### src/rtl/uart_cmd_parser_pkg.sv
// Shared types and character constants for the UART command parser.
package uart_cmd_parser_pkg;

  typedef enum logic [1:0] {
    IDLE   = 2'd0,
    GOT_OP = 2'd1,
    DIGITS = 2'd2,
    ERROR  = 2'd3
  } state_t;

  typedef enum logic [1:0] {
    OP_I = 2'd0,
    OP_D = 2'd1,
    OP_R = 2'd2
  } op_t;

  localparam logic [7:0] CH_V  = 8'h56;
  localparam logic [7:0] CH_I  = 8'h49;
  localparam logic [7:0] CH_D  = 8'h44;
  localparam logic [7:0] CH_R  = 8'h52;
  localparam logic [7:0] CH_CR = 8'h0D;
  localparam logic [7:0] CH_LF = 8'h0A;
  localparam logic [7:0] CH_SP = 8'h20;
  localparam logic [7:0] CH_0  = 8'h30;
  localparam logic [7:0] CH_9  = 8'h39;

  localparam int DIGIT_LIMIT = 3;
  localparam int ACC_W       = 10;

  // Only ASCII a-z fold; bytes with bit 7 set fall through unchanged.
  function automatic logic [7:0] to_upper(input logic [7:0] c);
    return ((c >= 8'h61) && (c <= 8'h7A)) ? (c - 8'h20) : c;
  endfunction

  function automatic logic is_term(input logic [7:0] c);
    return (c == CH_CR) || (c == CH_LF);
  endfunction

endpackage

### src/rtl/uart_cmd_parser_if.sv
// Byte stream in from uart_rx, commanded value and status out to the display rows.
interface uart_cmd_parser_if;
  logic       byteReady;
  logic [7:0] data;
  logic [7:0] value;
  logic       valueValid;
  logic       errorFlag;
  logic [7:0] cmdCount;

  modport master (
    output byteReady, data,
    input  value, valueValid, errorFlag, cmdCount
  );

  modport slave (
    input  byteReady, data,
    output value, valueValid, errorFlag, cmdCount
  );
endinterface

### src/rtl/uart_cmd_parser.sv
// Parses V<nnn>/I/D/R text commands into an 8-bit value; commit lands one cycle after the terminator edge.
// No backpressure: each byteReady rising edge is consumed immediately; a stalled command aborts on timeout.
module uart_cmd_parser
  import uart_cmd_parser_pkg::*;
#(
  parameter int TIMEOUT_CYCLES = 27000000
) (
  input logic              clk,
  input logic              rstN,
  uart_cmd_parser_if.slave bus
);

  localparam int            TW         = (TIMEOUT_CYCLES > 2) ? $clog2(TIMEOUT_CYCLES) : 1;
  localparam logic [TW-1:0] TIMER_LAST = TW'(TIMEOUT_CYCLES - 1);

  state_t           r_state, w_state_nxt;
  op_t              r_op, w_op_nxt;
  logic [ACC_W-1:0] r_acc, w_acc_nxt;
  logic [1:0]       r_digits, w_digits_nxt;
  logic [TW-1:0]    r_timer, w_timer_nxt;
  logic             r_br_prev;
  logic [7:0]       r_value;
  logic             r_value_vld;
  logic             r_err;
  logic [7:0]       r_cmd_cnt;

  logic       w_edge;
  logic       w_term;
  logic       w_is_digit;
  logic [7:0] w_ch;
  logic [3:0] w_digit_val;
  logic       w_commit;
  logic       w_reject;
  logic [7:0] w_commit_val;

  assign w_edge      = bus.byteReady & ~r_br_prev;
  assign w_ch        = to_upper(bus.data);
  assign w_term      = is_term(bus.data);
  assign w_is_digit  = (bus.data >= CH_0) && (bus.data <= CH_9);
  assign w_digit_val = 4'(bus.data - CH_0);

  always_comb begin
    w_state_nxt  = r_state;
    w_op_nxt     = r_op;
    w_acc_nxt    = r_acc;
    w_digits_nxt = r_digits;
    w_commit     = 1'b0;
    w_reject     = 1'b0;

    if (w_edge) begin
      case (r_state)
        IDLE: begin
          if (w_ch == CH_V) begin
            w_state_nxt  = DIGITS;
            w_acc_nxt    = '0;
            w_digits_nxt = 2'd0;
          end else if (w_ch == CH_I) begin
            w_state_nxt = GOT_OP;
            w_op_nxt    = OP_I;
          end else if (w_ch == CH_D) begin
            w_state_nxt = GOT_OP;
            w_op_nxt    = OP_D;
          end else if (w_ch == CH_R) begin
            w_state_nxt = GOT_OP;
            w_op_nxt    = OP_R;
          end else if (!(w_term || (bus.data == CH_SP))) begin
            w_state_nxt = ERROR;
          end
        end
        GOT_OP: begin
          if (w_term) begin
            w_commit    = 1'b1;
            w_state_nxt = IDLE;
          end else begin
            w_state_nxt = ERROR;
          end
        end
        DIGITS: begin
          if (w_is_digit) begin
            if (r_digits == 2'(DIGIT_LIMIT)) begin
              w_state_nxt = ERROR;
            end else begin
              // At most 99*10+9 before the third digit lands, so 10 bits never overflow.
              w_acc_nxt    = ACC_W'(r_acc * 10'd10 + {6'd0, w_digit_val});
              w_digits_nxt = r_digits + 2'd1;
            end
          end else if (w_term) begin
            w_commit    = (r_digits != 2'd0);
            w_reject    = (r_digits == 2'd0);
            w_state_nxt = IDLE;
          end else begin
            w_state_nxt = ERROR;
          end
        end
        default: begin
          if (w_term) begin
            w_reject    = 1'b1;
            w_state_nxt = IDLE;
          end
        end
      endcase
    end else if ((r_state != IDLE) && (r_timer == TIMER_LAST)) begin
      w_reject    = 1'b1;
      w_state_nxt = IDLE;
    end
  end

  // A consumed byte always restarts the timer, so it wins over a same-cycle expiry.
  assign w_timer_nxt = ((w_state_nxt == IDLE) || w_edge) ? '0 : (r_timer + 1'b1);

  always_comb begin
    w_commit_val = r_value;
    if (r_state == DIGITS) begin
      w_commit_val = (r_acc > 10'd255) ? 8'hFF : r_acc[7:0];
    end else begin
      case (r_op)
        OP_I:    w_commit_val = r_value + 8'd1;
        OP_D:    w_commit_val = r_value - 8'd1;
        default: w_commit_val = 8'd0;
      endcase
    end
  end

  always_ff @(posedge clk or negedge rstN) begin
    if (!rstN) begin
      r_state     <= IDLE;
      r_op        <= OP_I;
      r_acc       <= '0;
      r_digits    <= 2'd0;
      r_timer     <= '0;
      r_br_prev   <= 1'b1;
      r_value     <= 8'd0;
      r_value_vld <= 1'b0;
      r_err       <= 1'b0;
      r_cmd_cnt   <= 8'd0;
    end else begin
      r_state     <= w_state_nxt;
      r_op        <= w_op_nxt;
      r_acc       <= w_acc_nxt;
      r_digits    <= w_digits_nxt;
      r_timer     <= w_timer_nxt;
      r_br_prev   <= bus.byteReady;
      r_value_vld <= w_commit;
      if (w_commit) begin
        r_value   <= w_commit_val;
        r_err     <= 1'b0;
        r_cmd_cnt <= r_cmd_cnt + 8'd1;
      end else if (w_reject) begin
        r_err <= 1'b1;
      end
    end
  end

  assign bus.value      = r_value;
  assign bus.valueValid = r_value_vld;
  assign bus.errorFlag  = r_err;
  assign bus.cmdCount   = r_cmd_cnt;

endmodule

### src/flat_wrapper.sv
// flat-port wrapper written by rule: the top's interface ports become plain ports
module uart_cmd_parser_flat import uart_cmd_parser_pkg::*;
#(
  parameter int TIMEOUT_CYCLES = 27000000
)
  (clk, rstN, bus_byteReady, bus_data, bus_value, bus_valueValid, bus_errorFlag, bus_cmdCount);
  uart_cmd_parser_if bus_i ();
  input logic clk;
  input logic rstN;
  input wire logic [$bits(bus_i.byteReady)-1:0] bus_byteReady;
  input wire logic [$bits(bus_i.data)-1:0] bus_data;
  output wire logic [$bits(bus_i.value)-1:0] bus_value;
  output wire logic [$bits(bus_i.valueValid)-1:0] bus_valueValid;
  output wire logic [$bits(bus_i.errorFlag)-1:0] bus_errorFlag;
  output wire logic [$bits(bus_i.cmdCount)-1:0] bus_cmdCount;
  assign bus_i.byteReady = bus_byteReady;
  assign bus_i.data = bus_data;
  assign bus_value = bus_i.value;
  assign bus_valueValid = bus_i.valueValid;
  assign bus_errorFlag = bus_i.errorFlag;
  assign bus_cmdCount = bus_i.cmdCount;
  uart_cmd_parser #(.TIMEOUT_CYCLES(TIMEOUT_CYCLES)) u_core (.clk(clk), .rstN(rstN), .bus(bus_i));
endmodule
### config.mk
export PLATFORM = sky130hd
export DESIGN_NAME = uart_cmd_parser_flat
export DESIGN_NICKNAME = d
export VERILOG_FILES = /design/src/rtl/uart_cmd_parser_pkg.sv /design/src/rtl/uart_cmd_parser_if.sv /design/src/rtl/uart_cmd_parser.sv /design/src/flat_wrapper.sv
export SDC_FILE = /design/constraint.sdc
export NUM_CORES = 1
export LEC_CHECK = 0
export BUFFER_PORTS_ARGS = -buffer_cell sky130_fd_sc_hd__buf_2
export CORE_UTILIZATION = 55
export CTS_CLUSTER_SIZE = 20
export DETAILED_ROUTE_END_ITERATION = 10
export GPL_TIMING_DRIVEN = 0
export PLACE_DENSITY_LB_ADDON = 0.15
export SETUP_SLACK_MARGIN = 0.05
export SYNTH_ARGS = -nofsm -noshare
export SYNTH_HDL_FRONTEND = slang
export SYNTH_SLANG_ARGS = --single-unit
export TNS_END_PERCENT = 10
### constraint.sdc
create_clock -name clk -period 3.3 [get_ports clk]
set_clock_uncertainty 0.05 [all_clocks]
set_input_delay 0.495 -clock clk [delete_from_list [all_inputs] [get_ports clk]]
set_output_delay 0.495 -clock clk [all_outputs]
set_load 0.05 [all_outputs]
==> results.rst, run 1 <==
.. list-table::
   :header-rows: 1

   * - Metric
     - Value
   * - Max Root-Sink Buffers
     - 2
   * - Count of buffers added by post-CTS timing repair for setup
     - 0
   * - Critical-path maximum fanout
     - 8
   * - Slowest cell on the critical path
     - a2111oi_0
   * - Critical path launch point type
     - register
   * - Area taken by multi-input logic gates
     - 0.002232 sq mm
   * - Detailed router's first-iteration violation count
     - 138
   * - Overall die width
     - 86.14 microns
   * - Internal power
     - 1.701 mW
   * - Maximum clock rate
     - 0.3352 GHz
   * - Last weighted congestion value of the routability-driven placer
     - 0.8306
   * - Fill count
     - 613
   * - Post-synth design cell area
     - 0.003894 sq mm
   * - Required time at the worst-slack endpoint
     - 3.51 ns
   * - Number of different library cells in the post-synthesis netlist
     - 57
   * - # rows
     - 30
   * - Clock tree from TritonCTS
     - yes
   * - Antenna-violating nets left
     - 0
   * - Vias after detailed routing
     - 3089
   * - Clock latency on the worst-skew pair
     - 0.34 ns
   * - Most used flip-flop cell after synthesis
     - dfrtp_1
   * - Mapped Nets
     - 466
   * - Static Leak
     - 2.100 nW
   * - Total count of hold-check failures in the final report
     - 0
   * - Detailed-router iteration count before antenna repair
     - 4
   * - Sequential Power Share
     - 0.361
   * - Initial Utilization
     - 0.5700
   * - Total routing resource utilization after global routing
     - 0.2361
   * - GRT overflow
     - 0
   * - Io pins
     - 29
   * - Count of flip-flops with a built-in enable after synthesis
     - 0
   * - Die Ht
     - 86.14 microns
   * - Via count of the first global-routing pass
     - 3032
   * - Clock group share of total power
     - 0.272
   * - Clock-pin transition on the worst setup and hold timing paths
     - 0.07 ns
   * - TritonCTS buffer count
     - 9
   * - Worst EP arrival
     - 3.19 ns
   * - # resized after CTS
     - 0
   * - Number of violations of the max-capacitance limit
     - 0
   * - Largest net degree at the start of global routing
     - 61
   * - Final std cells w/o fill
     - 562
   * - Routed length per placed instance
     - 13.97 microns
   * - Async S/R FF share, synth
     - 1.000
   * - Number of storage elements in the synthesis netlist
     - 60
   * - Initial antenna violation count
     - 0
   * - Buffer cell driving the clock tree root
     - clkbuf_8
   * - Critical Path Max Stage Delay
     - 0.58 ns
   * - Final setup fails
     - 0
   * - Growth of design area from synthesis to finish
     - 12.37%
   * - Transition at the pin with the smallest max-transition slack
     - 0.7455 ns
   * - Cell accounting for the most synthesized area
     - dfrtp_1
   * - DIE AREA
     - 0.007420 sq mm
   * - H-tree levels
     - 3
   * - Number of buffers inserted for hold repair after clock tree synthesis
     - 0
   * - Average size of a mapped cell
     - 9.227 sq um
   * - Detailed Route WL
     - 7853 microns
   * - DP Cell Count
     - 546
   * - Post-Synthesis Cells
     - 422
   * - Sequential share of the synthesized area
     - 0.3859
   * - Clock period minus worst slack
     - 2.983 ns
   * - Result of the run
     - finished clean
   * - Wire length of the first global-routing pass
     - 13790 microns
   * - Ys Warns
     - 0
   * - Net switching power
     - 999.0 uW
   * - Detailed placer's ending HPWL
     - 5852 microns
   * - Number of diodes added for antenna fixing
     - 0
   * - Storage element area
     - 0.001503 sq mm
   * - Number of nets in the finished design
     - 505
   * - Setup_tns
     - 0 ns
   * - Unrepaired setup endpoints after global routing
     - false
   * - Final Slew Violations
     - 0
   * - Crit share post-route
     - 0.9040
   * - Chain of cells forming the critical path
     - clkbuf_1 > nor2_2 > ha_1 > a21o_1 > a211o_1 > a2111oi_0 > o21ai_0 > nor2b_1 > o211ai_1
   * - Number of buffer cells added on primary ports
     - 28
   * - Proportion of power drawn by combinational gates
     - 0.367
   * - Switching power share of the total
     - 0.3700
   * - Clock sink total
     - 60
   * - Total core area
     - 0.006832 sq mm
   * - Fraction of synthesized cell area taken by the top area cell type
     - 0.3792
   * - Power density cells
     - 617.2 mW/mm^2
   * - Layout cell share with drive strength beyond 1
     - 0.1309
   * - Worst slew margin relative to its limit
     - 0.5030
   * - DRC errors left
     - 0
   * - Worst min-delay path class
     - input pin to asynchronous set/reset pin
   * - Type of the setup path with the least slack
     - register to register
   * - Top cells by instance count after synthesis
     - dfrtp_1, nor2_1, nand2_1, ha_1, xnor2_1
   * - Area contributors post-synth
     - dfrtp_1, ha_1, xnor2_1
   * - Worst ir drop on vdd
     - 472.5 uV
   * - Worst setup EP type
     - register
   * - Vias/cell
     - 5.496
   * - Most common cell in the netlist
     - dfrtp_1
[flip-flops by register name, indices dropped and copies added (netlist names)]
signal                 flops
u_core.r_digits            2
u_core.bus.valueValid      1
u_core.r_acc              10
u_core.r_op                2
u_core.r_br_prev           1
u_core.bus.errorFlag       1
u_core.bus.cmdCount        8
u_core.bus.value           8
u_core.r_state             2
u_core.r_timer            25
[layout make-up]
class,instances,area share
multi-input cells,324,0.5102
well taps,96,0.02745
clock inverters,5,0.01716
flip-flops and latches,60,0.3434
plain buffers,12,0.01458
clock buffers,11,0.03231
inverters,26,0.02230
repair buffers,28,0.03260
[power by group through the flow]
stage,clock [mW],sequential (mW),combinational [mW]
after CTS,0.743,0.974,0.996
final,0.735,0.975,0.990
after floorplan,0,0.959,0.777
after global routing,0.772,0.989,1.14
after detailed placement,0,0.987,0.992
after global placement,0,0.981,0.967
[per-stage QoR]
step	hold WS [ns]	instance area [sq um]	total power, mW	utilization	setup WS [ns]
finish	0.1705	4375	2.700	0.6405	0.3169
global route	0.2127	4375	2.906	0.6405	0.1752
CTS	0.2060	4370	2.713	0.6397	0.2037
global placement	0.4063	4154	1.948	0.6081	0.2789
detailed placement	0.4489	4154	1.979	0.6081	0.2664
floorplan	0.1494	3894	1.736	-	0.6668
[routing by layer]
metal | GRT usage | share of wire | wire [microns] | vias to the layer above
met4 | 0.09394 | 0.016 | 128 | 0
met2 | 0.3961 | 0.48 | 3795 | 44
met1 | 0.3058 | 0.47 | 3681 | 1484
met3 | 0.03657 | 0.032 | 248 | 13
li1 | - | - | - | 1548
met5 | 0 | 0 | 0 | -
[final timing paths]
path	slack [ns]	cells past startpoint	to	startpoint
worst max-delay path	0.32	9	u_core.bus.value[7]	u_core.r_op[1]
worst min-delay path	0.17	1	u_core.bus.cmdCount[3]	rstN
worst max register to register	0.32	9	u_core.bus.value[7]	u_core.r_op[1]
worst min register to register	0.44	1	u_core.bus.cmdCount[7]	u_core.bus.cmdCount[7]
max in group asynchronous	2.54	1	u_core.r_state[1]	rstN
min in group clk	0.22	1	u_core.r_br_prev	bus_byteReady
[worst max-delay path: cells and delay by family, from the launching register on]
family | cells | cell delay (ns)
AO/OA/AOI/OAI | 5 | 1.49
AND/OR/NAND/NOR | 2 | 0.50
flip-flops | 1 | 0.36
adder cells (fa/ha/maj) | 1 | 0.30
buffers and inverters | 1 | 0.19
[cell usage in the layout (no fill, tap or decap), drive strengths merged, types with 2 or more instances in the layout]
cell type,synthesis,final
xor2,20,20
nand2,32,32
ha,30,30
a21oi,17,17
o31ai,2,2
a21o,5,5
o22ai,7,7
o21bai,2,2
nor2b,8,8
nand4b,3,3
clkinv,0,3
a31o,5,5
o21ai,18,18
clkbuf,7,18
nand4,6,6
and3,4,4
nor2,54,54
and4b,2,2
buf,5,33
o211ai,3,3
a31oi,2,2
a211oi,2,2
nand3b,2,2
dfrtp,59,59
or3,2,2
and4,3,3
inv,26,26
fa,3,3
nor4,4,4
xnor2,27,27
nor3b,3,3
and2,2,2
nand2b,5,5
bufinv,0,2
nand3,22,22
nor3,10,10
a211o,3,3
[logic make-up (layout without fill, tap and decap cells)]
group	count (synthesis)	count (layout)	synth area share
AOI/OAI and AO/OA	75	75	0.1289
xor gates and xnor gates	48	48	0.1115
adders and majority gates	33	33	0.1118
buffers and inverters	38	82	0.04145
DFF	60	60	0.3859
muxes	1	1	0.002571
and+or+nand+nor	167	167	0.2179
No activity file was read; power rests on OpenSTA's default activity.
==> run 2, diff against run 1 <==
--- a/config.mk
+++ b/config.mk
@@ -11,6 +11,7 @@
 export DETAILED_ROUTE_END_ITERATION = 10
 export GPL_TIMING_DRIVEN = 0
 export PLACE_DENSITY_LB_ADDON = 0.15
+export RECOVER_POWER = 100
 export SETUP_SLACK_MARGIN = 0.05
 export SYNTH_ARGS = -nofsm -noshare
 export SYNTH_HDL_FRONTEND = slang
==> run 2 against run 1 <==
Compared with the run above: the flow now finishes with violations (capacitance limit, slew limit); final cell count stayed put; worst setup slack worse by 0.0053 ns; clock power hardly changed; critical path depth stayed put; utilization is 0.79 points lower; sequential cell count stayed put; critical endpoint unchanged; largest cell class unchanged.
==> results.rst, run 2 (same netlist as run 1, synthesis figures left out) <==
.. list-table::
   :header-rows: 1

   * - Metric
     - Value
   * - Worst setup EP type
     - register (unchanged)
   * - Antenna-violating nets left
     - 0 (unchanged)
   * - Total routing resource utilization after global routing
     - 0.2361 (unchanged)
   * - Initial antenna violation count
     - 0 (unchanged)
   * - Clock latency on the worst-skew pair
     - 0.34 ns (about the same)
   * - Fill count
     - 620 (was 613)
   * - GRT overflow
     - 0 (unchanged)
   * - Initial Utilization
     - 0.5700 (unchanged)
   * - H-tree levels
     - 3 (unchanged)
   * - Post-place instance area
     - 0.004154 sq mm (unchanged)
   * - Last weighted congestion value of the routability-driven placer
     - 0.8306 (unchanged)
   * - Clock sink total
     - 60 (unchanged)
   * - Vias/cell
     - 5.541 (was 5.496)
   * - Vias after detailed routing
     - 3114 (was 3089)
   * - Required time at the worst-slack endpoint
     - 3.50 ns (was 3.51 ns)
   * - Most common cell after layout, fill and taps aside
     - dfrtp_1 (unchanged)
   * - Final setup fails
     - 0 (unchanged)
   * - Layout cell share with drive strength beyond 1
     - 0.07725 (was 0.1309)
   * - Total core area
     - 0.006832 sq mm (unchanged)
   * - Die Ht
     - 86.14 microns (unchanged)
   * - DIE AREA
     - 0.007420 sq mm (unchanged)
   * - Violations in the final reports
     - capacitance limit, slew limit
   * - Largest Register
     - u_core.r_timer (unchanged)
   * - Number of diodes added for antenna fixing
     - 0 (unchanged)
   * - Number of violations of the max-capacitance limit
     - 1 (was 0)
   * - Number of nets in the finished design
     - 505 (unchanged)
   * - Most frequent cells in the layout
     - dfrtp_1, nor2_1, nand2_1, clkbuf_1, ha_1 (was dfrtp_1, nor2_1, nand2_1, buf_2, ha_1)
   * - Number of flip-flops in the largest register
     - 25 (unchanged)
   * - Number of buffer cells added on primary ports
     - 28 (unchanged)
   * - Buffer cell driving the clock tree root
     - clkbuf_8 (unchanged)
   * - Final Slew Violations
     - 41 (was 0)
   * - Type of the setup path with the least slack
     - register to register (unchanged)
   * - Post-route cell area
     - 0.004322 sq mm (was 0.004375 sq mm)
   * - Clock tree from TritonCTS
     - yes (unchanged)
   * - TritonCTS buffer count
     - 9 (unchanged)
   * - Max Root-Sink Buffers
     - 2 (unchanged)
   * - Worst min-delay path class
     - input pin to register (was input pin to asynchronous set/reset pin)
   * - Worst EP arrival
     - 3.19 ns (about the same)
   * - Detailed Route WL
     - 7938 microns (was 7853 microns)
   * - Detailed router's first-iteration violation count
     - 126 (was 138)
   * - # rows
     - 30 (unchanged)
   * - Routed length per placed instance
     - 14.12 microns (was 13.97 microns)
   * - Crit share post-route
     - 0.9056 (was 0.9040)
   * - Static Leak
     - 1.986 nW (was 2.100 nW)
   * - Total count of hold-check failures in the final report
     - 0 (unchanged)
   * - Largest net degree at the start of global routing
     - 61 (unchanged)
   * - DRC errors left
     - 0 (unchanged)
   * - Setup_tns
     - 0 ns (unchanged)
   * - Power density cells
     - 623.6 mW/mm^2 (was 617.2 mW/mm^2)
   * - Overall die width
     - 86.14 microns (unchanged)
   * - Leading registers by flop count
     - u_core.r_timer (25), u_core.r_acc (10) (unchanged)
   * - Unrepaired setup endpoints after global routing
     - false (unchanged)
   * - Critical path launch point type
     - register (unchanged)
   * - Count of buffers added by post-CTS timing repair for setup
     - 0 (unchanged)
   * - Growth of design area from synthesis to finish
     - 10.99% (was 12.37%)
   * - Detailed-router iteration count before antenna repair
     - 4 (unchanged)
   * - Worst slew margin relative to its limit
     - -0.0008216 (was 0.5030)
   * - Wire length of the first global-routing pass
     - 13790 microns (unchanged)
   * - Maximum clock rate
     - 0.3346 GHz (was 0.3352 GHz)
   * - Via count of the first global-routing pass
     - 3032 (unchanged)
   * - Clock-pin transition on the worst setup and hold timing paths
     - 0.07 ns (about the same)
   * - Detailed placer's ending HPWL
     - 5852 microns (unchanged)
   * - Transition at the pin with the smallest max-transition slack
     - 1.501 ns (was 0.7455 ns)
   * - Critical-path maximum fanout
     - 8 (unchanged)
   * - Clock period minus worst slack
     - 2.988 ns (was 2.983 ns)
   * - Io pins
     - 29 (unchanged)
   * - Result of the run
     - finished with violations (was finished clean)
   * - Worst ir drop on vdd
     - 469.9 uV (was 472.5 uV)
[run 2: metal layers]
metal / track usage / share of wire
met1: 0.3058 / 0.47
met2: 0.3961 / 0.48
met3: 0.03657 / 0.036
met4: 0.09394 / 0.013
met5: 0 / 0
[run 2: final timing paths]
path,start,endpoint,slack [ns],depth (start not counted)
setup / recovery,u_core.r_op[1],u_core.bus.value[7],0.31,9
hold / removal,bus_byteReady,u_core.r_br_prev,0.21,1
setup reg to reg,u_core.r_op[1],u_core.bus.value[7],0.31,9
hold reg to reg,u_core.bus.cmdCount[7],u_core.bus.cmdCount[7],0.45,1
max in group asynchronous,rstN,u_core.r_acc[1],1.83,1
min in group asynchronous,rstN,u_core.bus.cmdCount[4],0.47,1
[run 2: layout make-up]
| class | instances | area, sq um | area share |
|---|---|---|---|
| multi-input cells | 324 | 2217 | 0.5130 |
| flip-flops and latches | 60 | 1503 | 0.3477 |
| clock buffers | 11 | 141.4 | 0.03272 |
| well taps | 96 | 120.1 | 0.02779 |
| repair buffers | 28 | 115.1 | 0.02664 |
| inverters | 26 | 97.59 | 0.02258 |
| clock inverters | 5 | 75.07 | 0.01737 |
| plain buffers | 12 | 52.55 | 0.01216 |
[run 2: power breakdown]
group	internal [mW]	total [mW]	leakage [nW]	switching, mW
Sequential	0.839	0.974	0.804	0.135
Clock	0.442	0.736	0.113	0.294
Combinational	0.414	0.985	1.07	0.571
Total	1.70	2.69	1.99	1.00
[run 2: critical path, cell delays in order, from the launching register on]
cell and delay, ns:
dfrtp_1 0.36, clkbuf_1 0.19, nor2_2 0.33, ha_1 0.30
a21o_1 0.20, a211o_1 0.31, a2111oi_0 0.58, o21ai_0 0.22
nor2b_1 0.17, o211ai_1 0.18
[run 2: what timing repair did]
| action | CTS | global route |
|---|---|---|
| hold buffers | 0 | 0 |
| gates resized for setup | 0 | 1 |
| endpoints found under the hold margin | 0 | 0 |
| endpoints found under the setup margin | 0 | 1 |
[run 2: through the flow]
step / power [mW] / hold WS [ns] / setup WS, ns / utilization / instances
6_report: 2.695 / 0.2063 / 0.3117 / 0.6326 / 562
5_1_grt: 2.900 / 0.2061 / 0.1752 / 0.6326 / 562
4_1_cts: 2.713 / 0.2060 / 0.2037 / 0.6397 / 562
3_5_place_dp: 1.979 / 0.4489 / 0.2664 / 0.6081 / 546
3_3_place_gp: 1.948 / 0.4063 / 0.2789 / 0.6081 / 546
2_1_floorplan: 1.736 / 0.1494 / 0.6668 / - / 422
